[src/rtl/pipe_pkg.sv]
// Shared pipeline-stage definitions: occupancy encoding, stage FSM states and
// the EX/ME bundle layout used when packing the payload at a stage boundary.
package pipe_pkg;

  localparam logic [1:0] OCC_EMPTY = 2'd0;
  localparam logic [1:0] OCC_ONE   = 2'd1;
  localparam logic [1:0] OCC_FULL  = 2'd2;

  typedef enum logic [1:0] {
    ST_EMPTY = OCC_EMPTY,
    ST_ONE   = OCC_ONE,
    ST_FULL  = OCC_FULL
  } stage_state_e;

  localparam int EXME_W = 108;

  // EX/ME bundle layout, LSB first
  localparam int ALU_LSB   = 0;
  localparam int WDATA_LSB = 32;
  localparam int RD_LSB    = 64;
  localparam int WB_LSB    = 69;
  localparam int WEREG_BIT = 71;
  localparam int WEMEM_BIT = 72;
  localparam int LS_LSB    = 73;
  localparam int PC_LSB    = 76;

  function automatic logic [EXME_W-1:0] pack_exme(
    input logic [31:0] alu,
    input logic [31:0] wdata,
    input logic [4:0]  rd,
    input logic [1:0]  wb,
    input logic        we_reg,
    input logic        we_mem,
    input logic [2:0]  ls,
    input logic [31:0] pc
  );
    logic [EXME_W-1:0] b;
    b = '0;
    b[ALU_LSB +: 32]   = alu;
    b[WDATA_LSB +: 32] = wdata;
    b[RD_LSB +: 5]     = rd;
    b[WB_LSB +: 2]     = wb;
    b[WEREG_BIT]       = we_reg;
    b[WEMEM_BIT]       = we_mem;
    b[LS_LSB +: 3]     = ls;
    b[PC_LSB +: 32]    = pc;
    return b;
  endfunction

endpackage

[src/rtl/sat_counter.sv]
// Saturating up-counter; sticks at all-ones until reset. Shared by pipeline
// stages for stall/performance statistics.
module sat_counter #(
  parameter int W = 16
) (
  input  logic         clk,
  input  logic         rst,
  input  logic         inc,
  output logic [W-1:0] count
);

  always_ff @(posedge clk) begin
    if (rst) begin
      count <= '0;
    end else if (inc && (count != '1)) begin
      count <= count + 1'b1;
    end
  end

endmodule

[src/rtl/pipe_stage_skid.sv]
// Elastic valid/ready pipeline stage with optional 2-entry skid buffer,
// synchronous flush and a saturating stall counter.
module pipe_stage_skid
  import pipe_pkg::*;
#(
  parameter int DATA_W  = 108,
  parameter bit SKID_EN = 1'b1,
  parameter int CNT_W   = 16
) (
  input  logic              clk,
  input  logic              rst,
  input  logic              flush,
  input  logic              in_valid,
  output logic              in_ready,
  input  logic [DATA_W-1:0] in_data,
  output logic              out_valid,
  input  logic              out_ready,
  output logic [DATA_W-1:0] out_data,
  output logic [1:0]        occupancy,
  output logic [CNT_W-1:0]  stall_cnt
);

  stage_state_e      state_q, state_d;
  logic [DATA_W-1:0] main_q, main_d;
  logic [DATA_W-1:0] skid_q, skid_d;
  logic              in_fire, out_fire;

  assign out_valid = (state_q != ST_EMPTY);
  assign out_data  = main_q;
  assign occupancy = state_q;

  // With the skid buffer, ready comes from registered state only
  assign in_ready = SKID_EN ? ((state_q != ST_FULL) && !rst)
                            : ((!out_valid || out_ready) && !rst);

  assign in_fire  = in_valid && in_ready;
  assign out_fire = out_valid && out_ready;

  always_comb begin
    state_d = state_q;
    main_d  = main_q;
    skid_d  = skid_q;
    if (flush) begin
      state_d = ST_EMPTY;
    end else if (SKID_EN) begin
      case (state_q)
        ST_EMPTY: begin
          if (in_fire) begin
            main_d  = in_data;
            state_d = ST_ONE;
          end
        end
        ST_ONE: begin
          if (in_fire && out_fire) begin
            main_d = in_data;
          end else if (out_fire) begin
            state_d = ST_EMPTY;
          end else if (in_fire) begin
            skid_d  = in_data;
            state_d = ST_FULL;
          end
        end
        ST_FULL: begin
          if (out_fire) begin
            main_d  = skid_q;
            state_d = ST_ONE;
          end
        end
        default: state_d = ST_EMPTY;
      endcase
    end else begin
      if (in_fire) begin
        main_d  = in_data;
        state_d = ST_ONE;
      end else if (out_fire) begin
        state_d = ST_EMPTY;
      end
    end
  end

  always_ff @(posedge clk) begin
    if (rst) begin
      state_q <= ST_EMPTY;
      main_q  <= '0;
      skid_q  <= '0;
    end else begin
      state_q <= state_d;
      main_q  <= main_d;
      skid_q  <= skid_d;
    end
  end

  sat_counter #(.W(CNT_W)) u_stall_cnt (
    .clk   (clk),
    .rst   (rst),
    .inc   (out_valid && !out_ready),
    .count (stall_cnt)
  );

endmodule
[config.mk]
export PLATFORM = sky130hd
export DESIGN_NAME = pipe_stage_skid
export DESIGN_NICKNAME = d
export VERILOG_FILES = /design/src/rtl/pipe_pkg.sv /design/src/rtl/sat_counter.sv /design/src/rtl/pipe_stage_skid.sv
export SDC_FILE = /design/constraint.sdc
export NUM_CORES = 1
export LEC_CHECK = 0
export ABC_AREA = 1
export CORE_UTILIZATION = 55
export CTS_CLUSTER_SIZE = 14
export DETAILED_ROUTE_END_ITERATION = 8
export PLACE_DENSITY_LB_ADDON = 0.05
export RECOVER_POWER = 25
export SETUP_SLACK_MARGIN = 0.4
export SYNTH_ARGS = -nofsm -noshare
export SYNTH_HDL_FRONTEND = slang
export SYNTH_SLANG_ARGS = --single-unit
[constraint.sdc]
create_clock -name clk -period 3.9 [get_ports clk]
set_clock_uncertainty 0.15 [all_clocks]
set_input_delay 0.78 -clock clk [delete_from_list [all_inputs] [get_ports clk]]
set_output_delay 0.78 -clock clk [all_outputs]
set_load 0.03 [all_outputs]
==> results by group, run 1 <==
STA
  • Fin. Hold Viols: 0
  • Normalized max-slew margin: -0.178
  • Crit share post-route: 0.786
  • Final WS setup: 834 ps
  • Number of endpoints failing setup at the final stage: 0
  • Worst-margin pin slew: 1770 ps
  • Max Clock Freq: around 330 MHz
  • RSZ-0062 raised after global routing: no
  • Final min period: approximately 3100 ps
  • Setup tns final: 0 ps
  • Final Slew Violations: 80

Yosys
  • Yosys top cell by area: dfxtp_1
  • Synth top area share: 0.435
  • Flops & latches, synth: around 230
  • Largest family of logic cells by synthesized area: simple AND/OR/NAND/NOR gates
  • Synth Cell Area: 10800 µm²
  • Post-synthesis mux area share: 0
  • Synth Area in Simple Gates: 0.313
  • XOR/XNOR share of the synthesized area: 0.00488
  • Synth Area in Compound Gates: 0.141
  • Synth warnings: 0
  • Post-synthesis adder-cell area fraction: 0.00116
  • Mean area per synthesized cell: about 6.5 µm²
  • Synth area leaders: dfxtp_1 43%, nand2_1 15%, nor2_1 10%
  • Post-synthesis sequential area ratio: 0.435
  • Syn_nets: ~1.8k
  • Yosys cell types: 27
  • Mapped Cells: ~1.7k

Worst setup path
  • Worst path required time: between 2000 and 3000 ps
  • CP max-delay cell: clkdlybuf4s50_1
  • Worst path bufs/invs: 2
  • Critical path's largest stage delay: 690 ps
  • Critical path arrival: 2140 ps
  • Crit end category: output pin
  • WS Path Type: input pin to output pin
  • Critical path fanouts, max: 2
  • Most used cell along the critical path: clkdlybuf4s50_1
  • Delay-heaviest family, CP: buffers and inverters
  • Crit start category: input pin
  • Crit-path cells: clkdlybuf4s50_1 -> nor2_2 -> clkdlybuf4s50_1

Power
  • Clock share of power: 0.439
  • Sw frac: 0.246
  • Leak pwr: roughly 6.2 nW
  • Internal power: around 4.3 mW
  • Max IR drop VDD: about 0.32 mV
  • Combinational group share of total power: 0.127
  • Power per Cell Area: 409 nW/µm²
  • Switching power: 1.41 mW
  • Register share of total power: 0.435

Floorplan
  • Die Footprint: slightly above 20000 µm²
  • Vert. Die Dim: around 140 µm
  • I/O pins: roughly 240
  • Starting Density: 0.569
  • Core area: ~19000 µm²
  • # rows: 50
  • Die Width: approximately 140 µm

Clock tree
  • Cts repair resizes: 0
  • Htree depth: 1
  • CTS max path bufs: 3
  • Skew-Pair Late Insertion Delay: slightly above 500 ps
  • Root buf cell: clkbuf_16
  • Cts hold-fix bufs: 0
  • Num CTS Buffers: 25
  • CTS tree: yes
  • Sink Count: about 230
  • Post-CTS Setup Bufs: 0
  • Clock-pin slew on the worst setup and hold paths: about 60 ps

Placement
  • Placed cell area: ~13000 µm²
  • Final Wtd Congestion: between 0.8 and 0.9
  • I/O Buffers: 240
  • HPWL after DPL: 16.3 mm
  • Setup Slack @ Placement: between 800 and 900 ps

Detailed routing
  • Detailed Routing Iterations Pass 1: 5
  • Vias per cell: about 5
  • ANT nets after route: 0
  • DR WL/cell: approximately 13 µm
  • Residual DRC: 0
  • Routed WL: between 20 and 30 mm
  • Vias: ~11k
  • DR iter-0 viols: ~730

Global route
  • Initial antenna violation count: 2
  • All-Layer GR Usage: 0.268
  • First-pass GRT wire length: roughly 45 mm
  • Number of global-route vias before repair: between 9k and 10k
  • Total grt overflow: 0
  • Largest net degree at the start of global routing: 220

Layout
  • Final net count: 1941
  • Filler Cell Count: roughly 1.6k
  • Area Growth Syn to Fin: 30.1%
  • Layout cells sized above 1: 0.0320
  • Final instance area: 14000 µm²
  • Most frequent cells in the layout: 430 x nand2_1, 290 x nor2_1, 234 x dfxtp_1
  • Leading cell type in the layout, fill and taps excluded: nand2_1

Run
  • # Max-Cap Violations: 1

Outcome
  • Failing checks: capacitance limit, slew limit
  • Status: complete, but fails checks

Hold path
  • Hold crit path type: flip-flop to flip-flop
synthesized netlist by cell type:
master    count
buf_1        12
o21ai_0      91
o21ai_1      53
and3_1        1
nand3_2       1
nor2_4        2
nor2_1      288
ha_1          1
nor3_1        3
inv_1       155
clkbuf_1     52
a21boi_0      1
a21oi_1     153
o21ai_4       1
nand4_1       4
nand2_1     430
inv_2         2
dfxtp_1     234
buf_2        46
nand3_1     115
xor2_1        3
nor2_2        2
a31oi_1       1
nand2_2       1
buf_4        10
o211ai_1      1
xnor2_1       3
per-stage QoR:
step | hold slack (ps) | std cells | power (mW) | util
final | 296 | 2107 | 5.73 | 0.739
after CTS | 298 | 2105 | 5.78 | 0.740
after global routing | 311 | 2107 | 5.93 | 0.739
after floorplan | 275 | 1666 | 2.97 | -
after detailed placement | 289 | 2060 | 3.28 | 0.694
after global placement | 284 | 2060 | 3.27 | 0.694
flip-flops by register name, indices dropped and copies added, names as in the netlist:
name / cells
u_stall_cnt.count: 16
skid_q: 108
out_data: 108
occupancy: 2
kinds of logic (layout without fill, tap and decap cells):
logic type,after synthesis,count (layout)
other,0,2
XOR/XNOR,6,6
AO/OA/AOI/OAI,301,301
buffers and inverters,277,456
AND/OR/NAND/NOR,847,847
flip-flops,234,234
adder cells (fa/ha/maj),1,1
power groups by stage:
stage / clock network, mW / logic, mW / registers (mW)
floorplan: 0 / 0.317 / 2.66
global placement: 0 / 0.729 / 2.54
detailed placement: 0 / 0.736 / 2.54
CTS: 2.55 / 0.741 / 2.49
global route: 2.64 / 0.799 / 2.50
finish: 2.51 / 0.727 / 2.49
worst register-to-register path, stage by stage, from the launching register on:
cell and delay [ps]:
dfxtp_1 530, inv_1 120, nor2_1 170, clkbuf_2 1310
nand2_1 190, nand2_1 150, inv_1 50, nand3_1 70
nand2_1 60, nor2_1 130
per-layer routing:
layer / wire length, µm / vias up / track usage
li1: - / 5544 / -
met4: 709 / 0 / 0.0939
met5: 0 / - / 0
met3: 1930 / 50 / 0.0555
met2: 12800 / 292 / 0.437
met1: 12200 / 4798 / 0.351
worst paths after layout:
kind	slack (ps)	end	start	cells after the start
hold reg to reg	300	skid_q[91]	skid_q[91]	2
setup reg to reg	900	out_data[46]	occupancy[1]	9
setup / recovery	830	in_ready	rst	3
hold / removal	300	skid_q[91]	skid_q[91]	2
layout make-up:
cell class,instances,area (µm²),area share
antenna,2,5.00,0.000357
tap,260,325,0.0232
clock inverter,9,149,0.0106
timing repair buffer,254,2570,0.184
multi-input combinational,1155,4960,0.354
clock buffer,36,727,0.0519
sequential,234,4680,0.334
inverter,157,594,0.0424
No activity file was read; power rests on OpenSTA's default activity.
==> run 2, diff against run 1 <==
CORE_UTILIZATION = 46   (was 55)
clock period = 2.8 ns   (was 3.9 ns; I/O delays follow)
==> run 2 against run 1 <==
Compared with the run above:
- the flow now finishes without violations
- clock-buffer cell count grew 1
- critical path depth grew 5
- first-iteration DRC count shrank 7.0%
- routed wire length grew 3.3%
- via count shrank 2.0%
- power grew 34%
- flip-flop and latch count is the same
- critical endpoint is now skid_q[12]
==> results by group, run 2 (synthesis results as in run 1) <==
Outcome
  • Status: finished, final reports clean

Worst setup path
  • Worst path required time: 3100 ps (+130 ps)
  • Critical path arrival: 2680 ps (+540 ps)
  • Critical path fanouts, max: 42 (+40)
  • Crit end category: flip-flop
  • Worst Setup SP: rst
  • WS Path Type: input pin to flip-flop
  • FF-to-FF Start: occupancy[0]
  • Crit start category: input pin

Detailed routing
  • ANT nets after route: 0 (unchanged)
  • DR iter-0 viols: 678 (-7.0%)
  • Detailed Routing Iterations Pass 1: 4 (-1)
  • Residual DRC: 0 (unchanged)
  • Vias: 10.5k (-2.0%)
  • Routed WL: 28.5 mm (+3.3%)
  • DR WL/cell: 13.2 µm (+0.93%)
  • Vias per cell: 4.86 (-4.2%)

Placement
  • Final Wtd Congestion: 0.858 (-2.0%)
  • I/O Buffers: 240 (unchanged)
  • HPWL after DPL: 16.9 mm (+3.7%)
  • Setup Slack @ Placement: 235 ps (-592 ps)

Global route
  • Number of global-route vias before repair: 9168 (-0.91%)
  • Largest net degree at the start of global routing: 220 (unchanged)
  • All-Layer GR Usage: 0.233 (-0.0348)
  • First-pass GRT wire length: 46.2 mm (+3.7%)
  • Initial antenna violation count: 2 (unchanged)
  • Total grt overflow: 0 (unchanged)

Clock tree
  • CTS tree: yes
  • Htree depth: 1 (unchanged)
  • CTS max path bufs: 3 (unchanged)
  • Clock-pin slew on the worst setup and hold paths: 50 ps (about the same)
  • Root buf cell: clkbuf_16
  • Cts hold-fix bufs: 0 (unchanged)
  • Post-CTS Setup Bufs: 0 (unchanged)
  • Num CTS Buffers: 27 (+8.0%)
  • Sink Count: 234 (unchanged)
  • Skew-Pair Late Insertion Delay: 520 ps (about the same)

Power
  • Max IR drop VDD: 0.413 mV (+31%)
  • Power per Cell Area: 544 nW/µm² (+33%)
  • Leak pwr: 6.04 nW (-2.6%)

Floorplan
  • Starting Density: 0.473 (-0.0954)
  • Vert. Die Dim: 155 µm (+9.2%)
  • I/O pins: 241 (unchanged)
  • # rows: 55 (+10%)
  • Core area: 22800 µm² (+20%)
  • Die Width: 155 µm (+9.2%)
  • Die Footprint: 24000 µm² (+19%)

Layout
  • Number of diodes: 0 (-2)
  • Final net count: 1949 (+0.41%)
  • Layout cells sized above 1: 0.0331 (+0.00110)
  • Final core utilization: 0.618 (-0.121)
  • Area Growth Syn to Fin: 30.6%
  • Leading cell type in the layout, fill and taps excluded: nand2_1
  • Most frequent cells in the layout: 430 x nand2_1, 289 x nor2_1, 234 x dfxtp_1

STA
  • RSZ-0062 raised after global routing: no
  • Normalized max-slew margin: 0.317 (+0.494)
  • Final min period: around 2400 ps
  • Max Clock Freq: approximately 420 MHz
  • Final Slew Violations: 0 (-100%)
  • Worst-margin pin slew: 1030 ps (-741 ps)
  • Setup tns final: 0 ps (unchanged)
  • Number of endpoints failing setup at the final stage: 0 (unchanged)
  • Fin. Hold Viols: 0 (unchanged)
  • Crit share post-route: 0.849
  • Final WS setup: 423 ps (-411 ps)

Hold path
  • Hold crit path type: flip-flop to flip-flop
  • HP Start: skid_q[82]

Run
  • # Max-Cap Violations: 0 (-1)
run 2: changes by cell type in the layout (fill, tap and decap cells not counted), sizes merged:
cell / delta
clkinv: -3
dlygate4sd3: -67
clkinvlp: +1
inv: -2
buf: +7
diode: -2
bufinv: -4
dlygate4sd2: +7
clkbuf: +5
clkdlybuf4s50: +55
run 2: worst max-delay path: stages:
cell and delay [ps]:
dlygate4sd3_1 630, clkinvlp_2 160, and3_1 290, nand3_4 140
inv_1 140, clkbuf_4 520, nor2_1 90, nor2_1 130
run 2: area by class of cell:
| class | count | area [µm²] |
|---|---|---|
| Sequential cell | 234 | 4680 |
| Timing Repair Buffer | 260 | 2680 |
| Clock inverter | 1 | 5.00 |
| Fill cell | 2201 | 8700 |
| Tap cell | 313 | 392 |
| Clock buffer | 37 | 763 |
| Inverter | 157 | 591 |
| Multi-Input combinational cell | 1155 | 4970 |
run 2: final timing paths:
kind | end | slack, ps | depth (start not counted)
worst max register to register | skid_q[12] | 510 | 7
worst min-delay path | skid_q[82] | 300 | 2
worst min register to register | skid_q[82] | 300 | 2
worst max-delay path | skid_q[12] | 420 | 8
run 2: report_power, final:
group	switching [mW]	total, mW	internal (mW)	leakage, nW
clock	1.28	3.14	1.86	0.378
sequential	0.0539	3.48	3.42	1.90
combinational	0.584	1.05	0.462	3.76
total	1.92	7.66	5.74	6.04
run 2: through the flow:
| stage | total power [mW] | std cells | instance area, µm² | hold slack [ps] |
|---|---|---|---|---|
| floorplan | 4.14 | 1666 | 10800 | 275 |
| global placement | 4.59 | 2119 | 13400 | 284 |
| detailed placement | 4.60 | 2119 | 13400 | 290 |
| CTS | 7.76 | 2157 | 14200 | 298 |
| global route | 7.98 | 2157 | 14100 | 315 |
| finish | 7.66 | 2157 | 14100 | 295 |
run 2: metal layers:
layer / track usage / up-vias / wire length [µm] / share of wire
met5: 0 / - / 28 / 0.00098
met4: 0.0566 / 4 / 583 / 0.020
met3: 0.0521 / 45 / 1730 / 0.061
met2: 0.375 / 227 / 12800 / 0.45
met1: 0.316 / 4658 / 13300 / 0.47
li1: - / 5541 / - / -
run 2: repair_timing:
action	4_1_cts	5_1_grt
endpoints found under the setup margin	7	4
cloned	0	0
hold endpoints to repair	0	0
resized for setup	8	4
pin swaps	0	0
